<file path="src/rtl/universal_shift_register.sv">
// Universal shift register: hold / shift right / shift left / parallel load,
// with a shared shift counter that pulses frame_done once every WIDTH shifts.
module universal_shift_register #(
  parameter  int WIDTH = 8,
  localparam int CNT_W = $clog2(WIDTH + 1)
) (
  input  logic             clk,
  input  logic             rst,
  input  logic             en,
  input  logic [1:0]       mode,
  input  logic             serial_in_r,
  input  logic             serial_in_l,
  input  logic [WIDTH-1:0] par_in,
  output logic [WIDTH-1:0] par_out,
  output logic             serial_out_r,
  output logic             serial_out_l,
  output logic [CNT_W-1:0] shift_cnt,
  output logic             frame_done
);

  localparam logic [1:0] MODE_HOLD  = 2'b00;
  localparam logic [1:0] MODE_SHR   = 2'b01;
  localparam logic [1:0] MODE_SHL   = 2'b10;
  localparam logic [1:0] MODE_LOAD  = 2'b11;
  localparam logic [CNT_W-1:0] CNT_LAST = CNT_W'(WIDTH - 1);

  logic [WIDTH-1:0] q_q, q_d;
  logic [CNT_W-1:0] cnt_q, cnt_d;
  logic             done_q, done_d;
  logic             shifting;

  // Both shift directions advance the same frame counter.
  always_comb begin
    q_d      = q_q;
    cnt_d    = cnt_q;
    done_d   = 1'b0;
    shifting = 1'b0;
    if (en) begin
      case (mode)
        MODE_HOLD: q_d = q_q;
        MODE_SHR: begin
          q_d      = {serial_in_r, q_q[WIDTH-1:1]};
          shifting = 1'b1;
        end
        MODE_SHL: begin
          q_d      = {q_q[WIDTH-2:0], serial_in_l};
          shifting = 1'b1;
        end
        MODE_LOAD: begin
          q_d   = par_in;
          cnt_d = '0;
        end
        default: q_d = q_q;
      endcase
      if (shifting) begin
        if (cnt_q == CNT_LAST) begin
          cnt_d  = '0;
          done_d = 1'b1;
        end else begin
          cnt_d  = cnt_q + CNT_W'(1);
        end
      end
    end
  end

  always_ff @(posedge clk) begin
    if (rst) begin
      q_q    <= '0;
      cnt_q  <= '0;
      done_q <= 1'b0;
    end else begin
      q_q    <= q_d;
      cnt_q  <= cnt_d;
      done_q <= done_d;
    end
  end

  assign par_out      = q_q;
  assign serial_out_r = q_q[0];
  assign serial_out_l = q_q[WIDTH-1];
  assign shift_cnt    = cnt_q;
  assign frame_done   = done_q;

endmodule
</file>
<file path="config.mk">
export PLATFORM = sky130hd
export DESIGN_NAME = universal_shift_register
export DESIGN_NICKNAME = d
export VERILOG_FILES = /design/src/rtl/universal_shift_register.sv
export SDC_FILE = /design/constraint.sdc
export NUM_CORES = 1
export LEC_CHECK = 0
export ABC_AREA = 1
export BUFFER_PORTS_ARGS = -buffer_cell sky130_fd_sc_hd__buf_2
export CELL_PAD_IN_SITES_DETAIL_PLACEMENT = 1
export CELL_PAD_IN_SITES_GLOBAL_PLACEMENT = 1
export CORE_ASPECT_RATIO = 1.75
export CORE_UTILIZATION = 31
export CTS_CLUSTER_SIZE = 24
export DETAILED_ROUTE_END_ITERATION = 16
export PLACE_DENSITY_LB_ADDON = 0.1
export SYNTH_ARGS = -nofsm -noshare
export SYNTH_HDL_FRONTEND = slang
export SYNTH_SLANG_ARGS = --single-unit
</file>
<file path="constraint.sdc">
create_clock -name clk -period 1.37 [get_ports clk]
set_input_delay 0.274 -clock clk [delete_from_list [all_inputs] [get_ports clk]]
set_output_delay 0.274 -clock clk [all_outputs]
set_load 0.005 [all_outputs]
</file>
==> flow_summary.json <==
{
  "drv_slew": 0,
  "outcome": "complete, no violations",
  "io_pins": 30,
  "cts_resized": 0,
  "synth_cells": 123,
  "syn_nets": 142,
  "finalInstanceArea_um2": 980.9,
  "rsz0062_at_grt": "no",
  "start_util_pct": 33.40,
  "rows": 23,
  "start_kind": "register",
  "clockBufferDepth": 2,
  "crit_arrival_ns": 1.27,
  "timing.fmax_mhz": 886.2,
  "hold_viol_final": 0,
  "maxCapViolations": 0,
  "grt_max_degree": 19,
  "finalNonFillerCells": 177,
  "drt-initial-drc-count": 4,
  "syn_area_um2": 788.3,
  "synth.avg_cell_area_um2": 6.409,
  "drt-total-wl_mm": 2.077,
  "wl_per_cell_um": 11.73,
  "setup_viol": 0,
  "ctsHoldBuffers": 0,
  "cts_setup_buffers": 0,
  "post-route-min-period_ns": 1.128,
  "vias": 847,
  "place_ws_ns": -0.02986,
  "antenna_found_initial": 0,
  "yosys_register_bits": 13,
  "grt_overflow_total": 0,
  "crit_fanout": 5,
  "cp.required_ns": 1.51,
  "num-fill-cells": 344,
  "numCtsBuffers": 3,
  "core_um2": 2360,
  "worst_setup_path_end_kind": "register",
  "grt_pass1_vias": 881,
  "nets": 172,
  "setup_tns_ns": 0,
  "grtUsageTotal_pct": 18.89,
  "clkTransAtPathRegs_ns": 0.06,
  "vias_per_cell": 4.785,
  "p_leak_nw": 0.5083,
  "area_growth_pct": 24.44,
  "cts_tree": "built",
  "gp_congestion": 0.6352,
  "fin_crit_sh_pct": 82.36,
  "cts_root_buf": "clkbuf_8",
  "place_area_um2": 935.9,
  "synth.distinct_cells": 18,
  "n_antenna_cell": 0,
  "postLayoutCoreUtil_pct": 41.57,
  "finalWorstSetupSlack_ns": 0.2416,
  "dp_cells": 173,
  "ant_nets": 0,
  "hp-class": "in2reg",
  "slew_headroom_pct": 71.79,
  "skew_ns": 0.001020,
  "fp.dieH_um": 68.71,
  "drt-pass1-iter-count": 2,
  "dieArea_um2": 2756,
  "ir_drop_mv": 0.4754,
  "path_class": "reg2reg",
  "clk_latency_ns": 0.25,
  "cts.sinks": 13,
  "grt_pass1_wl_mm": 3.581,
  "portBuffers": 29,
  "tightest_slew_ns": 0.4232,
  "drcViolationCount": 0,
  "ys.warnings.count": 0,
  "pwr_density_cell_nw_per_um2": 973.3,
  "seq_area_frac_synth_pct": 33.02,
  "htree_levels": 1,
  "layout-drive-gt1-share_pct": 28.95,
  "die_w_um": 40.12,
  "dpl.hpwl_mm": 1.629
}
==> placed cells by master, fill, tap and decap left out, drive strengths merged <==
master  Yosys  layout
clkbuf      1       4
nor3        1       1
nor2       26      26
o21ai       9       9
nand3      12      12
nand4       1       1
a21oi       2       2
buf         6      32
nand2      30      30
inv        17      17
or2         1       1
ha          4       4
dfxtp      13      13
==> per-stage QoR <==
| step | power [mW] | hold slack (ns) |
|---|---|---|
| final | 0.9547 | 0.2256 |
| after global routing | 1.010 | 0.2465 |
| after CTS | 0.9737 | 0.2230 |
| after detailed placement | 0.6083 | 0.4846 |
| after global placement | 0.6046 | 0.4842 |
| after floorplan | 0.5414 | 0.3431 |
==> where the power goes <==
group | total, mW | internal [mW] | switching (mW)
logic | 0.175 | 0.0756 | 0.0997
clock network | 0.358 | 0.206 | 0.153
registers | 0.421 | 0.400 | 0.0210
total | 0.955 | 0.682 | 0.273
==> worst max-delay path: stages, from the launching register on <==
cell and delay, ns:
dfxtp_1 0.41, ha_1 0.23, nand3_1 0.13, nand2_1 0.11, nor2_1 0.06, nand2_1 0.05
nand2_1 0.04
==> area by class of cell <==
type	count	area (µm²)	area share, %
Timing Repair Buffer	32	167.7	17.09
Tap cell	25	31.28	3.189
Clock buffer	4	45.04	4.592
Inverter	17	63.81	6.505
Multi-Input combinational cell	86	412.9	42.09
Sequential cell	13	260.3	26.53
==> cell usage after synthesis, drive strengths merged <==
cell type	n	share of area (%)
a21oi	2	1.3
buf	6	6.0
clkbuf	1	0.48
dfxtp	13	33
ha	4	6.3
inv	17	8.1
nand2	30	14
nand3	12	7.6
nand4	1	0.79
nor2	26	15
nor3	1	0.63
o21ai	9	5.7
or2	1	0.79
==> state kept, by name, indices dropped and copies added, names as in the netlist <==
register,count
frame_done,1
par_out,8
shift_cnt,4
==> cells by family (layout without fill, tap and decap cells) <==
logic type,after synthesis,in the layout,share of synthesized area (%)
compound gates,11,11,6.984
flops,13,13,33.02
fa+ha+maj,4,4,6.349
buf+inv,24,53,14.60
simple gates,71,71,39.05
==> path summary, 6_finish.rpt <==
check                from            to  slack [ns]  cells after the start
max          shift_cnt[1]  shift_cnt[3]        0.24                      6
min                   rst  shift_cnt[1]        0.23                      2
max reg2reg  shift_cnt[1]  shift_cnt[3]        0.24                      6
min reg2reg  shift_cnt[3]  shift_cnt[3]        0.50                      2
==> routing by layer <==
metal,GRT usage (%),share of wire (%),up-vias
met2,36.90,57,23
met1,17.32,37,388
met5,0,0,-
met4,10.34,1.9,0
li1,-,-,430
met3,1.603,4.0,6
Note: power is estimated with default switching activity, not from simulation.
